$ cat src/rtl/prog_seq_fsm.sv
// -----------------------------------------------------------------------------
// prog_seq_fsm
// Programmable code sequencer. A small table of WIDTH-bit codes is stepped
// through forwards or backwards between index 0 and a programmable last index.
// It runs either as an endless loop or as a single pass.
//
// Ports
//   clk       : single clock, rising-edge active
//   rst       : asynchronous, active-low reset
//   start     : begin a run (accepted in IDLE only)
//   stop      : abort a run (accepted in RUN only, wins over en)
//   en        : step enable while running
//   dir       : step direction, 0 = forward, 1 = backward (sampled every step)
//   one_shot  : run mode, 0 = loop, 1 = single pass (latched on start)
//   wr_en     : table write strobe (IDLE only)
//   wr_addr   : table entry to write
//   wr_data   : table write data
//   last_we   : last-index load strobe (IDLE only)
//   last_in   : new last index
//   y         : registered code, table[idx]
//   idx       : current table index
//   busy      : high while running
//   wrap      : one-cycle pulse on every loop wrap
//   done      : one-cycle pulse when a single pass completes
// -----------------------------------------------------------------------------
module prog_seq_fsm #(
    parameter int WIDTH = 3,
    parameter int AW    = 3
) (
    input  logic             clk,
    input  logic             rst,
    input  logic             start,
    input  logic             stop,
    input  logic             en,
    input  logic             dir,
    input  logic             one_shot,
    input  logic             wr_en,
    input  logic [AW-1:0]    wr_addr,
    input  logic [WIDTH-1:0] wr_data,
    input  logic             last_we,
    input  logic [AW-1:0]    last_in,
    output logic [WIDTH-1:0] y,
    output logic [AW-1:0]    idx,
    output logic             busy,
    output logic             wrap,
    output logic             done
);

    localparam int DEPTH = 2 ** AW;

    typedef enum logic [0:0] {
        ST_IDLE = 1'b0,
        ST_RUN  = 1'b1
    } state_e;

    state_e           state_q, state_d;
    logic [AW-1:0]    idx_q, idx_d;
    logic [AW-1:0]    last_q, last_d;
    logic [WIDTH-1:0] tbl_q [DEPTH];
    logic [WIDTH-1:0] tbl_d [DEPTH];
    logic [WIDTH-1:0] y_q, y_d;
    logic             one_shot_q, one_shot_d;
    logic             wrap_q, wrap_d;
    logic             done_q, done_d;
    logic             at_end_s;

    // An enabled step at this index leaves the 0..last window in the current direction.
    assign at_end_s = dir ? (idx_q == {AW{1'b0}}) : (idx_q == last_q);

    // Next-state, table/last programming, index stepping and pulse generation.
    always_comb begin
        state_d    = state_q;
        idx_d      = idx_q;
        last_d     = last_q;
        one_shot_d = one_shot_q;
        wrap_d     = 1'b0;
        done_d     = 1'b0;
        tbl_d      = tbl_q;

        case (state_q)
            ST_IDLE: begin
                if (wr_en) begin
                    tbl_d[wr_addr] = wr_data;
                end else begin
                    tbl_d = tbl_q;
                end
                if (last_we) begin
                    last_d = last_in;
                end else begin
                    last_d = last_q;
                end
                // idx is only reloaded on start, so it may sit beyond a new last.
                if (start) begin
                    state_d    = ST_RUN;
                    idx_d      = dir ? last_q : {AW{1'b0}};
                    one_shot_d = one_shot;
                end else begin
                    state_d = ST_IDLE;
                end
            end
            ST_RUN: begin
                if (stop) begin
                    state_d = ST_IDLE;
                end else if (en) begin
                    if (at_end_s) begin
                        if (one_shot_q) begin
                            state_d = ST_IDLE;
                            done_d  = 1'b1;
                        end else begin
                            idx_d  = dir ? last_q : {AW{1'b0}};
                            wrap_d = 1'b1;
                        end
                    end else begin
                        idx_d = dir ? (idx_q - AW'(1)) : (idx_q + AW'(1));
                    end
                end else begin
                    idx_d = idx_q;
                end
            end
            default: begin
                state_d = ST_IDLE;
            end
        endcase

        // Reading the post-write table gives the read-after-write bypass on y.
        y_d = tbl_d[idx_d];
    end

    // State, index, table and output registers with asynchronous reset.
    always_ff @(posedge clk or negedge rst) begin
        if (!rst) begin
            state_q    <= ST_IDLE;
            idx_q      <= {AW{1'b0}};
            last_q     <= AW'(DEPTH - 1);
            one_shot_q <= 1'b0;
            y_q        <= {WIDTH{1'b0}};
            wrap_q     <= 1'b0;
            done_q     <= 1'b0;
            for (int i = 0; i < DEPTH; i++) begin
                tbl_q[i] <= WIDTH'(i);
            end
        end else begin
            state_q    <= state_d;
            idx_q      <= idx_d;
            last_q     <= last_d;
            one_shot_q <= one_shot_d;
            y_q        <= y_d;
            wrap_q     <= wrap_d;
            done_q     <= done_d;
            tbl_q      <= tbl_d;
        end
    end

    assign y    = y_q;
    assign idx  = idx_q;
    assign busy = (state_q == ST_RUN);
    assign wrap = wrap_q;
    assign done = done_q;

endmodule
$ cat config.mk
export PLATFORM = sky130hd
export DESIGN_NAME = prog_seq_fsm
export DESIGN_NICKNAME = d
export VERILOG_FILES = /design/src/rtl/prog_seq_fsm.sv
export SDC_FILE = /design/constraint.sdc
export NUM_CORES = 1
export LEC_CHECK = 0
export ABC_AREA = 1
export CORE_ASPECT_RATIO = 0.6
export CORE_MARGIN = 2
export CORE_UTILIZATION = 35
export CTS_BUF_LIST = sky130_fd_sc_hd__clkbuf_4
export CTS_CLUSTER_DIAMETER = 60
export DETAILED_ROUTE_END_ITERATION = 8
export PLACE_DENSITY_LB_ADDON = 0.1
export SLEW_MARGIN = 10
export SYNTH_ARGS = -nofsm -noshare
export SYNTH_HDL_FRONTEND = slang
export SYNTH_SLANG_ARGS = --single-unit
$ cat constraint.sdc
create_clock -name clk -period 2.5 [get_ports clk]
set_input_delay 0.25 -clock clk [delete_from_list [all_inputs] [get_ports clk]]
set_output_delay 0.25 -clock clk [all_outputs]
set_load 0.01 [all_outputs]
Word level (Yosys, flattened, before mapping)
Cells that the tools add are included.
- flip-flop bits (word level): 37
- input bits: 18
- output and inout bits: 9
- word-level logic and storage cells: 60
- $add $sub $neg: 2
- order comparisons: 3
- equality and inequality tests: 1
- muxes and demuxes: 32
- bitwise operators: 3
- reduce and logical (&&, ||, !) cells: 4
- operators with widths (operator ; number):
    24-bit 2-to-1 mux ; 2
    3-bit 2-to-1 mux ; 10
    24-bit bitwise mux ; 1
    1-bit 2-to-1 mux ; 15
    3-bit binary-select mux with 3-bit select ; 1
    3-bit demux with 3-bit select ; 1
    4-bit greater-or-equal comparator, second input constant ; 2
    3-bit inverter with 4-bit output ; 2
    3-bit one-hot mux with 2 select lines ; 1
    4-bit by 1-bit < comparator with 1-bit output, second input constant ; 1
    2-bit AND reduction ; 2
    3-bit by 1-bit adder with 3-bit output, second input constant ; 1
    3-bit equality test ; 1
    3-bit logical NOT ; 1
    3-bit by 1-bit subtractor with 3-bit output, second input constant ; 1
    1-bit one-hot mux with 2 select lines ; 1
    1-bit logical AND ; 1
    1-bit inverter ; 1

Logic depth before layout (Yosys ltp)
- word-level depth: 11
- depth in mapped cells: 16
- depth with buffers taken out: 15

Worst setup path after synthesis
No wires, ideal clock.
- path type: reg-to-reg
- start point: register idx_q[0] (netlist: idx[0])
- end point: register y_q[0] (netlist: y[0])
- library setup time: 117 ps
- data arrival time: 1613 ps
- required time: 2383 ps
- path slack: 771 ps
- stages on the path, launching flop included: 11
- buffers on the path: 0
- path through: dfrtp_1 fa_1 inv_1 nand3_1 nand3_1 nand2_1 o21ai_2 nand3_1 nand2_1 nand2_1 nand2_1
- longest elaborated chain between the ends: 10
- elaborated cells between the ends (all ways): 16
- classes of those cells: 2 x add/sub; 1 x eq/ne; 11 x mux; 1 x bitwise; 1 x reduce/logical
- ends and longest elaborated chain (item ; line ; source):
    start, declared ; 57 ; logic [AW-1:0] idx_q, idx_d;
    start signal, assigned ; 133 ; idx_q <= {AW{1'b0}};
    start signal, assigned ; 144 ; idx_q <= idx_d;
    3-bit by 1-bit adder with 3-bit output, or another cell as far along ; 114 ; idx_d = dir ? (idx_q - AW'(1)) : (idx_q + AW'(1));
    3-bit 2-to-1 mux / 1-bit 2-to-1 mux (equally long branches) ; 114, 68 ;
    3-bit 2-to-1 mux ; 105 ; if (at_end_s) begin
    3-bit 2-to-1 mux ; 104 ; end else if (en) begin
    3-bit 2-to-1 mux ; 102 ; if (stop) begin
    3-bit one-hot mux with 2 select lines (*) ; 80 ; case (state_q)
    3-bit inverter with 4-bit output (not written as such) (*) ; 126 ; y_d = tbl_d[idx_d];
    3-bit binary-select mux with 3-bit select (*) ; 126 ;
    3-bit 2-to-1 mux (not written as such) (*) (2 in a row) ; 126 ;
    net y_d[0] ; 61 ; logic [WIDTH-1:0] y_q, y_d;
    end signal, assigned ; 136 ; y_q <= {WIDTH{1'b0}};
    end signal, assigned ; 147 ; y_q <= y_d;
    end, declared ; 61 ;
The timed path passes the listed nets; every way through them passes the cells marked *. The select of a mux whose other input is x is not followed.
A chain may end at the register's enable or synchronous reset.

Worst setup path in the final report
- start point: register last_q[2]
- end point: register y_q[0] (netlist: y[0])
- longest elaborated chain between the ends: 10
- elaborated cells between the ends (all ways): 13
- classes of those cells: 1 x eq/ne; 11 x mux; 1 x bitwise
- ends and longest elaborated chain (item ; line ; source):
    start, declared ; 58 ; logic [AW-1:0] last_q, last_d;
    start signal, assigned ; 134 ; last_q <= AW'(DEPTH - 1);
    start signal, assigned ; 145 ; last_q <= last_d;
    3-bit equality test / 3-bit 2-to-1 mux (equally long branches) ; 68, 95, 110 ;
    1-bit 2-to-1 mux / 3-bit 2-to-1 mux (equally long branches) ; 68, 106 ;
    3-bit 2-to-1 mux ; 105 ;
    3-bit 2-to-1 mux ; 104 ;
    3-bit 2-to-1 mux ; 102 ;
    3-bit one-hot mux with 2 select lines (*) ; 80 ;
    3-bit inverter with 4-bit output (not written as such) (*) ; 126 ;
    3-bit binary-select mux with 3-bit select (*) ; 126 ;
    3-bit 2-to-1 mux (not written as such) (*) (2 in a row) ; 126 ;
    net y_d[0] ; 61 ;
Marks and branches as above.

==> metrics.cfg <==
[critical_path]
cpMostUsedCell = nand2_1
critPathSlowestCell = dfstp_2
slowest_delay_ns = 0.56
worstSetupPathType = reg -> reg
cp_max_fo = 13
cp-end-kind = flop
cp-start-kind = flop
required_ns = 2.77
cpLargestDelayFamily = simple AND/OR/NAND/NOR gates
cp_data_arrival_time_ns = 2.27
path_cells = inv_1 > nand2_1 > nand2_1 > nor2_2 > nand2_4 > nand2_4 > nand4_4 > nand3_4 > nand2_1 > nand3_1 > nand2_1 > nand2_1 > nand2_1
crit_buf_inv = 1

[sta]
fmax_mhz = 498
fin_crit_ns = 2.01
worst_clock_skew_ns = 0.0201
hold_viol = 15
grt_setup_unrepaired = false
hold_slack_ns = -0.0286
tns_ns = 0
drv_slew = 0
setup_slack_ns = 0.491
slew_headroom_pct = 45.0
period_share_pct = 80.4
tightest_slew_ns = 0.826
setup_violations = 0

[logic_synthesis]
ys_types = 24
syn_inst = 292
yosysWarnings = 0
syn_area_per_cell_sq_um = 7.38
ys_seq_area_share_pct = 43.8
synth_area_sq_mm = 0.00216
synth_nets = 311
synth_seq_cells = 37

[place]
hpwl_um = 3960
placed_cell_area_sq_mm = 0.00250
port_buffers = 26
dp_slack_ns = 0.153
place.gp.congestion = 0.860
dp.cells = 400

[drt]
route.vias.total = 1800
post_drt_wl_per_cell_um = 12.5
drt_iter0_drc = 118
wl_um = 5110
first_pass_iters = 4
ant_nets = 0
remaining_drc_errors = 0
viasPerCell = 4.41

[power_and_ir_drop]
switching_share_pct = 41.6
p_comb_share_pct = 47.5
power_frac_clock_pct = 13.5
max-vdd-ir-drop_uv = 396
power.total_mw = 2.43
p_int_mw = 1.42
power_density_mw_per_mm2 = 952
pwr-share-seq_pct = 39.0
power_switching_mw = 1.01
leakagePower_nw = 1.31

[cts]
cts-root-buf = clkbuf_4
postCtsHoldBufs = 0
clockBufferDepth = 2
cts_max_level = 2
post_cts_buffers = 0
path_clk_slew_ns = 0.12
numCtsBuffers = 5
cts_resized = 0
cts_sinks = 37
cts_tree = built
clock_latency_ns = 0.36

[global_routing]
grt_overflow = 0
grt_max_degree = 38
grt_pass1_vias = 1712
grt_pass1_wl_um = 8830
antenna_found_initial = 0
grt_usage_pct = 17.0

[floorplan]
start_util_pct = 35.8
core-area_sq_mm = 0.00603
die_h_um = 64.8
row_count = 22
die_area_sq_mm = 0.00682
die_w_um = 105
ios = 27

[final_layout]
fillCellCount = 633
area_growth_pct = 18.4
drive_gt1_share_pct = 12.7
final_util_pct = 42.3
diodes = 0
fin_cells = 408
fin_nets = 342
multi_input_area_sq_um = 925
regArea_sq_um = 945
finalInstanceArea_sq_mm = 0.00255

[status]
outcome = finished, violations left
violations = negative hold slack

[job]
drv_cap = 0

[min_path]
hp-class = in -> async

[power groups by stage]
stage	Clock, mW	Sequential (mW)	Combinational, mW
after floorplan	0	0.959	0.805
after global placement	0	0.966	1.15
after detailed placement	0	0.962	1.15
after CTS	0.346	0.951	1.15
after global routing	0.376	0.972	1.32
final	0.328	0.948	1.15
[kinds of logic after synthesis]
| group | count (synthesis) | share of synthesized area, % |
|---|---|---|
| compound gates | 40 | 10.6 |
| xor+xnor | 2 | 0.813 |
| fa+ha+maj | 1 | 0.929 |
| buf+inv | 71 | 13.3 |
| flops | 37 | 43.8 |
| simple gates | 141 | 30.5 |
[layer usage]
layer  share of wire (%)  GRT usage, %  up-vias
li1                    -             -      963
met1                  57          27.5      777
met2                  35          21.2       52
met3                 7.0          5.23        8
met4                0.88          3.50        0
met5                   0             0        -
[worst paths after layout]
path                             from   endpoint  slack (ns)  cells past startpoint
setup / recovery            last_q[2]       y[0]        0.49                     13
hold / removal                    rst       wrap       -0.03                      1
setup reg to reg            last_q[2]       y[0]        0.49                     13
hold reg to reg             last_q[2]  last_q[2]        0.52                      2
max in group asynchronous         rst   tbl_q[3]        1.98                      1
min in group clk           last_in[0]  last_q[0]        0.44                      3
[worst register-to-register path, stage by stage, from the launching register on]
cell	delay, ns
dfstp_2	0.56
inv_1	0.06
nand2_1	0.05
nand2_1	0.06
nor2_2	0.14
nand2_4	0.10
nand2_4	0.12
nand4_4	0.22
nand3_4	0.24
nand2_1	0.09
nand3_1	0.11
nand2_1	0.07
nand2_1	0.06
nand2_1	0.06
[cell usage after synthesis]
cell type   n  area share (%)
a211oi_1    1            0.35
a21oi_1     4            0.93
a21oi_4     2             1.5
buf_2       1            0.23
buf_4       1            0.35
buf_6       2             1.0
dfrtp_1    22              26
dfstp_2    15              18
fa_1        1            0.93
inv_1      63              11
inv_2       4            0.70
nand2_1    79              14
nand2_4     5             2.6
nand3_1    18             4.2
nand3_4     1            0.81
nand4_1    13             3.8
nand4_4     1            0.99
nor2_1     22             3.8
nor2_2      2            0.58
o21ai_0    30             7.0
o21ai_1     2            0.46
o21ai_2     1            0.41
xnor2_1     1            0.41
xor2_1      1            0.41
[cells in the final DEF, fill, tap and decap left out, drive strengths merged, types with 3 or more instances in the layout]
| cell type | count |
|---|---|
| buf | 3 |
| nand2 | 84 |
| dfstp | 15 |
| nand4 | 14 |
| nand3 | 19 |
| dfrtp | 22 |
| a21oi | 6 |
| clkbuf | 7 |
| o21ai | 33 |
| clkdlybuf4s50 | 25 |
| nor2 | 24 |
| inv | 67 |
[area by class of cell]
cell class              count  area share (%)
clock inverters             1           0.147
multi-input cells         184            36.2
repair buffers             28            10.6
clock buffers               7            2.06
well taps                  84            4.12
inverters                  67            9.85
flip-flops and latches     37            37.0
[state kept, by name (all words and copies together) (netlist names)]
register / flops
busy: 1
done: 1
idx: 3
last_q: 3
one_shot_q: 1
tbl_q: 24
wrap: 1
y: 3
(Power assumes the default switching activity.)
